## src/rtl/raster_line_draw.sv

```systemverilog
// rtl/raster_line_draw.sv - arbitrary-slope line overlay primitive
// Endpoints are latched once per frame; the x-step is produced by a serial divider during blanking.
module raster_line_draw #(
  parameter int H_ACTIVE = 640,
  parameter int V_ACTIVE = 480,
  parameter int COORD_W  = 16,
  parameter int FRAC_W   = 16,
  parameter int THICK    = 2
) (
  input  logic               clk,
  input  logic               rst,
  input  logic               en,
  input  logic [COORD_W-1:0] pixel_x,
  input  logic [COORD_W-1:0] pixel_y,
  input  logic               line_en,
  input  logic [COORD_W-1:0] x0,
  input  logic [COORD_W-1:0] y0,
  input  logic [COORD_W-1:0] x1,
  input  logic [COORD_W-1:0] y1,
  output logic               busy,
  output logic               draw
);

  localparam int DIV_W = COORD_W + FRAC_W;
  localparam int ACC_W = DIV_W + 1;
  localparam int CNT_W = $clog2(DIV_W);
  localparam int OFF_W = COORD_W + 2;
  localparam int S_W   = COORD_W + 1;
  localparam logic signed [S_W-1:0] TK_M1  = S_W'(THICK - 1);
  localparam logic signed [S_W-1:0] LAST_X = S_W'(H_ACTIVE - 1);

  typedef enum logic [1:0] {S_IDLE, S_LATCH, S_DIV, S_READY} state_t;
  state_t r_state, w_next;

  logic [COORD_W-1:0] r_x0, r_y0, r_x1, r_y1;
  logic               r_line_en;
  logic [COORD_W-1:0] r_xa, r_ya, r_yb, r_adx, r_ady;
  logic               r_dir;
  logic [DIV_W-1:0]   r_step;
  logic [ACC_W-1:0]   r_acc;
  logic               r_valid;
  logic [DIV_W-1:0]   r_dvd;
  logic [COORD_W-1:0] r_rem;
  logic [CNT_W-1:0]   r_cnt;

  logic               w_frame, w_walk, w_last, w_in_rows;
  logic               w_swap, w_dir;
  logic [COORD_W-1:0] w_xa, w_xb, w_ya, w_yb, w_adx, w_ady;
  logic [COORD_W:0]   w_rem_sh;
  logic               w_ge;
  logic [COORD_W-1:0] w_rem_nx;
  logic [DIV_W-1:0]   w_quo;

  assign w_frame   = en && (pixel_x == COORD_W'(H_ACTIVE - 1)) && (pixel_y == COORD_W'(V_ACTIVE - 1));
  assign w_in_rows = (pixel_y >= r_ya) && (pixel_y <= r_yb);
  assign w_walk    = en && (pixel_x == COORD_W'(H_ACTIVE - 1)) && w_in_rows;
  assign w_last    = (r_cnt == CNT_W'(DIV_W - 1));

  // Normalisation from the raw latched endpoints so that ya <= yb.
  assign w_swap = r_y0 > r_y1;
  assign w_xa   = w_swap ? r_x1 : r_x0;
  assign w_xb   = w_swap ? r_x0 : r_x1;
  assign w_ya   = w_swap ? r_y1 : r_y0;
  assign w_yb   = w_swap ? r_y0 : r_y1;
  assign w_dir  = w_xb >= w_xa;
  assign w_adx  = w_dir ? (w_xb - w_xa) : (w_xa - w_xb);
  assign w_ady  = w_yb - w_ya;

  // One restoring-division step per cycle; quotient bits shift in behind the dividend.
  assign w_rem_sh = {r_rem, r_dvd[DIV_W-1]};
  assign w_ge     = w_rem_sh >= {1'b0, r_ady};
  assign w_rem_nx = w_ge ? COORD_W'(w_rem_sh - {1'b0, r_ady}) : w_rem_sh[COORD_W-1:0];
  assign w_quo    = {r_dvd[DIV_W-2:0], w_ge};

  always_ff @(posedge clk or negedge rst) begin
    if (!rst) r_state <= S_IDLE;
    else      r_state <= w_next;
  end

  always_comb begin
    w_next = r_state;
    case (r_state)
      S_LATCH: w_next = (w_ady == '0) ? S_READY : S_DIV;
      S_DIV:   if (w_last) w_next = S_READY;
      default: ;
    endcase
    if (w_frame) w_next = S_LATCH;
  end

  assign busy = (r_state == S_LATCH) || (r_state == S_DIV);

  always_ff @(posedge clk or negedge rst) begin
    if (!rst) begin
      r_x0 <= '0; r_y0 <= '0; r_x1 <= '0; r_y1 <= '0;
      r_line_en <= 1'b0;
      r_xa <= '0; r_ya <= '0; r_yb <= '0; r_adx <= '0; r_ady <= '0;
      r_dir <= 1'b0;
      r_step <= '0;
      r_acc <= '0;
      r_valid <= 1'b0;
      r_dvd <= '0;
      r_rem <= '0;
      r_cnt <= '0;
    end else if (w_frame) begin
      r_x0 <= x0; r_y0 <= y0; r_x1 <= x1; r_y1 <= y1;
      r_line_en <= line_en;
      r_acc <= '0;
      r_valid <= 1'b0;
    end else begin
      case (r_state)
        S_LATCH: begin
          r_xa <= w_xa; r_ya <= w_ya; r_yb <= w_yb;
          r_adx <= w_adx; r_ady <= w_ady; r_dir <= w_dir;
          r_dvd <= {w_adx, {FRAC_W{1'b0}}};
          r_rem <= '0;
          r_cnt <= '0;
          if (w_ady == '0) begin
            r_step <= {w_adx + 1'b1, {FRAC_W{1'b0}}};
            r_valid <= r_line_en;
          end
        end
        S_DIV: begin
          r_dvd <= w_quo;
          r_rem <= w_rem_nx;
          r_cnt <= r_cnt + 1'b1;
          if (w_last) begin
            r_step <= w_quo;
            r_valid <= r_line_en;
          end
        end
        S_READY: if (w_walk) r_acc <= r_acc + ACC_W'(r_step);
        default: ;
      endcase
    end
  end

  logic [COORD_W:0]        w_off_lo;
  logic [OFF_W-1:0]        w_hi_sum, w_off_hi;
  logic [COORD_W-1:0]      w_lo_c, w_hi_c;
  logic signed [S_W-1:0]   w_xa_s, w_lo_s, w_hi_s, w_px_s;
  logic signed [S_W-1:0]   w_lo, w_hi, w_lo_clip, w_hi_clip;

  // off_hi is one less than the next row's starting offset, but never below this row's start.
  assign w_off_lo = r_acc[ACC_W-1:FRAC_W];
  assign w_hi_sum = OFF_W'(({1'b0, r_acc} + (ACC_W + 1)'(r_step)) >> FRAC_W);

  always_comb begin
    w_off_hi = (w_hi_sum > (OFF_W'(w_off_lo) + 1'b1)) ? (w_hi_sum - 1'b1) : OFF_W'(w_off_lo);
    if (pixel_y == r_yb) w_off_hi = OFF_W'(r_adx);
  end

  assign w_lo_c = (OFF_W'(w_off_lo) > OFF_W'(r_adx)) ? r_adx : w_off_lo[COORD_W-1:0];
  assign w_hi_c = (w_off_hi > OFF_W'(r_adx)) ? r_adx : w_off_hi[COORD_W-1:0];

  assign w_xa_s = $signed({1'b0, r_xa});
  assign w_lo_s = $signed({1'b0, w_lo_c});
  assign w_hi_s = $signed({1'b0, w_hi_c});
  assign w_px_s = $signed({1'b0, pixel_x});

  assign w_lo = r_dir ? (w_xa_s + w_lo_s) : (w_xa_s - w_hi_s - TK_M1);
  assign w_hi = r_dir ? (w_xa_s + w_hi_s + TK_M1) : (w_xa_s - w_lo_s);

  assign w_lo_clip = (w_lo < 0) ? '0 : w_lo;
  assign w_hi_clip = (w_hi > LAST_X) ? LAST_X : w_hi;

  assign draw = r_valid && w_in_rows && (w_px_s >= w_lo_clip) && (w_px_s <= w_hi_clip);

endmodule

```

## config.mk

```make
export PLATFORM = sky130hd
export DESIGN_NAME = raster_line_draw
export DESIGN_NICKNAME = d
export VERILOG_FILES = /design/src/rtl/raster_line_draw.sv
export SDC_FILE = /design/constraint.sdc
export NUM_CORES = 1
export LEC_CHECK = 0
export CAP_MARGIN = 20
export CORE_UTILIZATION = 50
export CTS_CLUSTER_DIAMETER = 150
export CTS_CLUSTER_SIZE = 24
export DETAILED_ROUTE_END_ITERATION = 7
export GPL_ROUTABILITY_DRIVEN = 0
export PLACE_DENSITY_LB_ADDON = 0.08
export SYNTH_ARGS = -nofsm -noshare
export SYNTH_HDL_FRONTEND = slang
export SYNTH_SLANG_ARGS = --single-unit
export TNS_END_PERCENT = 5
```

## constraint.sdc

```tcl
create_clock -name clk -period 14.49 [get_ports clk]
set_input_delay 2.898 -clock clk [delete_from_list [all_inputs] [get_ports clk]]
set_output_delay 2.898 -clock clk [all_outputs]
set_load 0.01 [all_outputs]
```

Yosys cells after proc, flatten, opt, wreduce, memory -nomap -nowiden --
Cells that the tools add are included.
Operators by class: add/sub/neg operators 16, $mul 0, divide/modulo/power cells 0, magnitude comparators 12, eq/ne operators 11, shifts and indexed selects 0, muxes and demuxes 31, bitwise logic cells 1, reduce and logical (&&, ||, !) cells 19
Operators with widths (count):
- 16-bit two-way mux | 8
- 32-bit case mux with 2 select lines | 2
- 33-bit two-way mux | 3
- 17-bit two-way mux | 4
- 32-bit two-way mux | 2
- 16-bit subtractor | 4
- 18-bit two-way mux | 2
- 16-bit by 16-bit adder with 17-bit output | 2
- 33-bit by 32-bit adder with 34-bit output | 1
- 16-bit by 16-bit subtractor with 17-bit output | 2
- 33-bit by 32-bit adder with 33-bit output | 1
- 16-bit greater-or-equal comparator | 2
- 16-bit case mux with 2 select lines | 1
- 17-bit by 1-bit adder with 18-bit output, second input constant | 1
- 18-bit by 16-bit > comparator with 1-bit output | 1
- 18-bit > comparator | 1
- 18-bit by 1-bit subtractor with 18-bit output, second input constant | 1
- 17-bit by 2-bit adder with 17-bit output, second input constant | 1
- 17-bit by 16-bit greater-or-equal comparator with 1-bit output | 1
- 17-bit greater-or-equal comparator | 1
- 17-bit by 11-bit > comparator with 1-bit output, second input constant | 1
- 17-bit by 16-bit > comparator with 1-bit output | 1
- 17-bit less-or-equal comparator | 1
- 17-bit by 1-bit < comparator with 1-bit output, second input constant | 1
- 27 further kinds | 45
Storage, ports and cells: flip-flop bits (word level) 267, bits in latches 0, bits in writable memories 0, ROM bits 0, bits of input ports 100, output and inout port bits 2, logic and storage cells 108, memories 0

Longest topological paths before layout --
depth after elaboration 14, mapped depth 70

Worst setup path before layout --
No wires, ideal clock.
path kind flip-flop to output port, start reg r_step[12], end out draw, arrival 12.286 ns, required time 11.592 ns, path slack -0.694 ns, cell stages (with the launch flop) 67, path through dfrtp_1 -> ha_1 -> clkbuf_1 -> a21oi_1 -> o21ai_1 -> a221o_1 -> a21oi_1 -> o211ai_1 -> a21oi_1 -> o21a_1 -> xor2_1 -> inv_1 -> ha_1 -> a21o_1 -> a21o_1 -> a21o_1 -> a21o_1 -> a21oi_1 -> [31 not listed] -> o32ai_1 -> a41oi_1 -> nor2_1 -> ha_1 -> nor2b_1 -> o21a_1 -> o21a_1 -> o21a_1 -> o21a_1 -> o21a_1 -> o21ai_0 -> nand2b_1 -> a21oi_1 -> o21ai_0 -> a21o_1 -> a31oi_1 -> o22ai_1 -> nor4b_1
Between the ends: word-level cells in the longest chain between the ends 14, elaborated cells on any way between the ends 21, classes of those cells add/sub: 6; order compare: 6; mux: 7; reduce/logical: 2
RTL lines:
- start: declaration | RTL line 39 | logic [DIV_W-1:0] r_step;
- start signal: assignment | RTL line 118 | r_step <= {w_adx + 1'b1, {FRAC_W{1'b0}}};
- start signal: assignment | RTL line 127 | r_step <= w_quo;
- 33-bit by 32-bit adder with 34-bit output (*) | RTL line 145 | assign w_hi_sum = OFF_W'(({1'b0, r_acc} + (ACC_W + 1)'(r_step)) >> FRAC_W);
- 18-bit by 1-bit subtractor with 18-bit output or 18-bit > comparator (tied branches) | RTL line 148 | w_off_hi = (w_hi_sum > (OFF_W'(w_off_lo) + 1'b1)) ? (w_hi_sum - 1'b1) : OFF_W'(w_off_lo);
- 18-bit two-way mux (*) | RTL line 148
- 18-bit two-way mux (*) | RTL line 149 | if (pixel_y == r_yb) w_off_hi = OFF_W'(r_adx);
- 18-bit by 16-bit > comparator with 1-bit output | RTL line 153 | assign w_hi_c = (w_off_hi > OFF_W'(r_adx)) ? r_adx : w_off_hi[COORD_W-1:0];
- 16-bit two-way mux (*) | RTL line 153
- 16-bit by 16-bit subtractor with 17-bit output | RTL line 160 | assign w_lo = r_dir ? (w_xa_s + w_lo_s) : (w_xa_s - w_hi_s - TK_M1);
- 17-bit by 2-bit subtractor with 17-bit output | RTL line 160
- 17-bit two-way mux | RTL line 160
- 17-bit by 1-bit < comparator with 1-bit output | RTL line 163 | assign w_lo_clip = (w_lo < 0) ? '0 : w_lo;
- 17-bit two-way mux | RTL line 163
- 17-bit greater-or-equal comparator | RTL line 166 | assign draw = r_valid && w_in_rows && (w_px_s >= w_lo_clip) && (w_px_s <= w_hi_clip);
- 1-bit logical AND | RTL line 166
- 1-bit logical AND (*) | RTL line 166
- end: declaration | RTL line 21 | output logic draw
Every way passes the cells marked *; elsewhere a longest branch is shown, timed or not.

Final worst setup path --
start reg r_step[13], end out draw
Same word-level chain as after synthesis.

==> flow_summary.toml <==
[outcome]
status = "finished, violations left"
violations = "setup timing"

[clocking]
cts_sinks = 267
cts_tree = "built"
cts_buffers = 15
path_clk_slew_ps = 110
cts_buffer_depth = 3
cts_hold_buf = 0
root_buffer = "clkbuf_16"
htreeDepth = 1
insertion_delay_ps = 540

[worst_setup_path]
critPathMaxStageDelay_ps = 430
r2r_slack_ps = 6410
timing.rr.end = "r_step[29]"
critPathArrivalTime_ps = 12390
critPathKind = "reg -> out"
startpoint_type = "flip-flop"
path_max_fanout = 6
r2r-start = "r_y1[11]"
crit_top_cell = "a21o_1"
end_kind = "output port"
worstPathRequired_ps = 11590
crit_start = "r_step[13]"
crit_slowest_cell = "dfrtp_1"
r2r_cells = 23

[global_route]
grt_max_degree = 95
grt_pass1_wl_microns = 124000
grt_pass1_vias = 23500
grt_use_total = 0.305
antenna_found_initial = 0
overflow = 0

[die]
fp.dieW_microns = 225
start_util = 0.508
die_area_sq_mm = 0.0507
core_sq_mm = 0.0491
io_pins = 102
rows = 81
die_h_microns = 225

[min_path]
hp-start = "r_dvd[25]"
hold_path_depth = 2
worstHoldEndpoint = "r_dvd[25]"
hp-class = "reg -> reg"

[logic_synthesis]
yosys_warnings = 0
yosys.cell_types.count = 92
synth_top_area_frac = 0.268
synth_top_family_by_area = "compound AO/OA/AOI/OAI gates"
syn-num-nets = 3447
async_flop_share = 1.00
ys_top_cells_by_area = "dfrtp_1 (27%), ha_1 (13%), nand2_1 (6.0%)"
syn-cell-area_sq_mm = 0.0249
synthAdderAreaFrac = 0.142
syn_inst = 3083
ys_seq_area_frac = 0.268
syn_avg_cell_area_sq_um = 8.08
yosysMostFrequentCell = "nand2_1"
synth_edf_count = 0
yosys.area_share.simple = 0.193
ys.flop_type = "dfrtp_1"
ys_ff_latch = 267
synth_compound_area_frac = 0.238
yosys.area_share.xor_xnor = 0.0471
yosys.area.top_type = "dfrtp_1"
synth_common_cells = "nand2_1 (396), dfrtp_1 (267), ha_1 (258)"
yosys-mux-area-fraction = 0.0558

[cells_and_area]
utilization = 0.603
syn_to_final_growth_pct = 18.7
filler_cell_count = 4556
postLayoutCellArea_sq_mm = 0.0296
fin_nets = 3737
layout-drive-gt1-share = 0.158

[timing]
slew_headroom = 0.250
drv_slew = 0
finalHoldViolCount = 0
setup_violations = 1
fmax_mhz = 65.4
grt_setup_unrepaired = "yes"
skew_ps = 50.3
finalCritPeriodShare = 1.05
fin_crit_ps = 15280
fin_ws_ps = -794
worstMarginPinSlew_ps = 1120
fin_tns_setup_ps = -794

[power]
powerDensity_mw_per_mm2 = 43.4
p_total_w = 0.00128
ir_worst_vdd_uv = 84.0
leakagePower_nw = 13.9

[placed_design]
dpl.hpwl_microns = 59900
io_buffer_count = 101
placed_area_sq_mm = 0.0285
place_ws_ps = -1670

[routing]
wl_per_cell_microns = 19.3
firstDrtPassIters = 6
viasPerCell = 5.95
drt_iter0_markers = 1849
vias = 24100
postRouteWirelength_microns = 78000
ant_nets = 0
drc = 0

[job]
drv_cap = 0
-- cell families (layout without fill, tap and decap cells) --
family,count (synthesis),count (layout)
fa+ha+maj,282,282
other cells,0,1
mux,130,130
compound gates,905,905
xor+xnor,134,134
flops,267,267
simple gates,1017,1017
buf+inv,348,640
-- worst max-delay path by stage --
stage                     endpoint  slack [ps]  cells past startpoint
final                         draw        -790                     66
after global routing          draw       -1390                     67
after CTS                     draw        -730                     66
after detailed placement      draw       -1670                     60
after global placement        draw       -1270                     60
after floorplan               draw           3                     67
-- critical path: cells and delay by family (launching register included) --
| kind | cells | cell delay (ps) |
|---|---|---|
| adder cells (fa/ha/maj) | 6 | 1510 |
| flip-flops | 1 | 430 |
| multiplexers | 2 | 480 |
| buffers and inverters | 9 | 1230 |
| AO/OA/AOI/OAI | 40 | 6530 |
| XOR/XNOR | 2 | 330 |
| AND/OR/NAND/NOR | 7 | 1290 |
-- per-stage QoR --
step | cells | hold slack, ps
finish | 4040 | 469
global route | 4039 | 494
CTS | 4032 | 470
detailed placement | 3983 | 448
global placement | 3983 | 443
floorplan | 3083 | 430
-- metal layers --
metal / routed length, microns / track usage / share of wire / vias up
li1: - / - / - / 11600
met1: 32700 / 0.380 / 0.42 / 11500
met2: 38200 / 0.531 / 0.49 / 708
met4: 3450 / 0.138 / 0.044 / 0
met5: 0 / 0 / 0 / -
met3: 3690 / 0.0291 / 0.047 / 201
-- power breakdown --
| group | switching, W | internal (W) | total, W | leakage (nW) |
|---|---|---|---|---|
| registers | 0.00000000675 | 0.000745 | 0.000745 | 3.39 |
| logic | 0.0000410 | 0.0000432 | 0.0000842 | 10.4 |
| clock network | 0.000263 | 0.000193 | 0.000456 | 0.204 |
-- cell usage in the layout (no fill, tap or decap), types with 18 or more instances in the layout --
cell type,count
maj3_1,18
xor2_1,42
o21bai_1,28
xnor2_1,91
a211oi_1,29
nor2_1,200
buf_4,313
mux2i_1,60
nand3_1,91
nand2_1,396
clkdlybuf4s50_1,99
and3_1,18
dfrtp_1,267
nand2b_1,54
o21ai_0,224
a21o_1,89
o211ai_1,36
and2_1,28
inv_1,192
or3_1,21
nand4_1,42
nor3_1,34
ha_1,247
a31oi_1,64
a21oi_1,142
mux2_2,63
o21a_1,46
a22o_1,37
nor2b_1,42
-- layout make-up --
type,instances,area (sq um),area share
Timing Repair Buffer,428,3540,0.120
Tap cell,664,831,0.0281
Clock inverter,4,38.8,0.00131
Multi-Input combinational cell,2468,17400,0.588
Antenna cell,1,2.50,0.0000846
Sequential cell,267,6680,0.226
Inverter,193,724,0.0245
Clock buffer,15,375,0.0127
-- state kept, by name, summed over array words and instances (netlist names), 16 cells and up --
name    flops
r_adx      16
r_acc      33
r_dvd      32
r_yb       16
r_ady      16
r_ya       16
r_x0       16
r_step     32
r_x1       16
r_y1       16
r_xa       16
r_rem      16
r_y0       16
-- timing repair --
action / 4_1_cts / 5_1_grt
pin swaps: 41 / 53
setup endpoints to repair: 1 / 1
gates resized for setup: 62 / 57
setup buffers: 30 / 8
cloned: 0 / 0
Power figures use the tool's default switching activity.
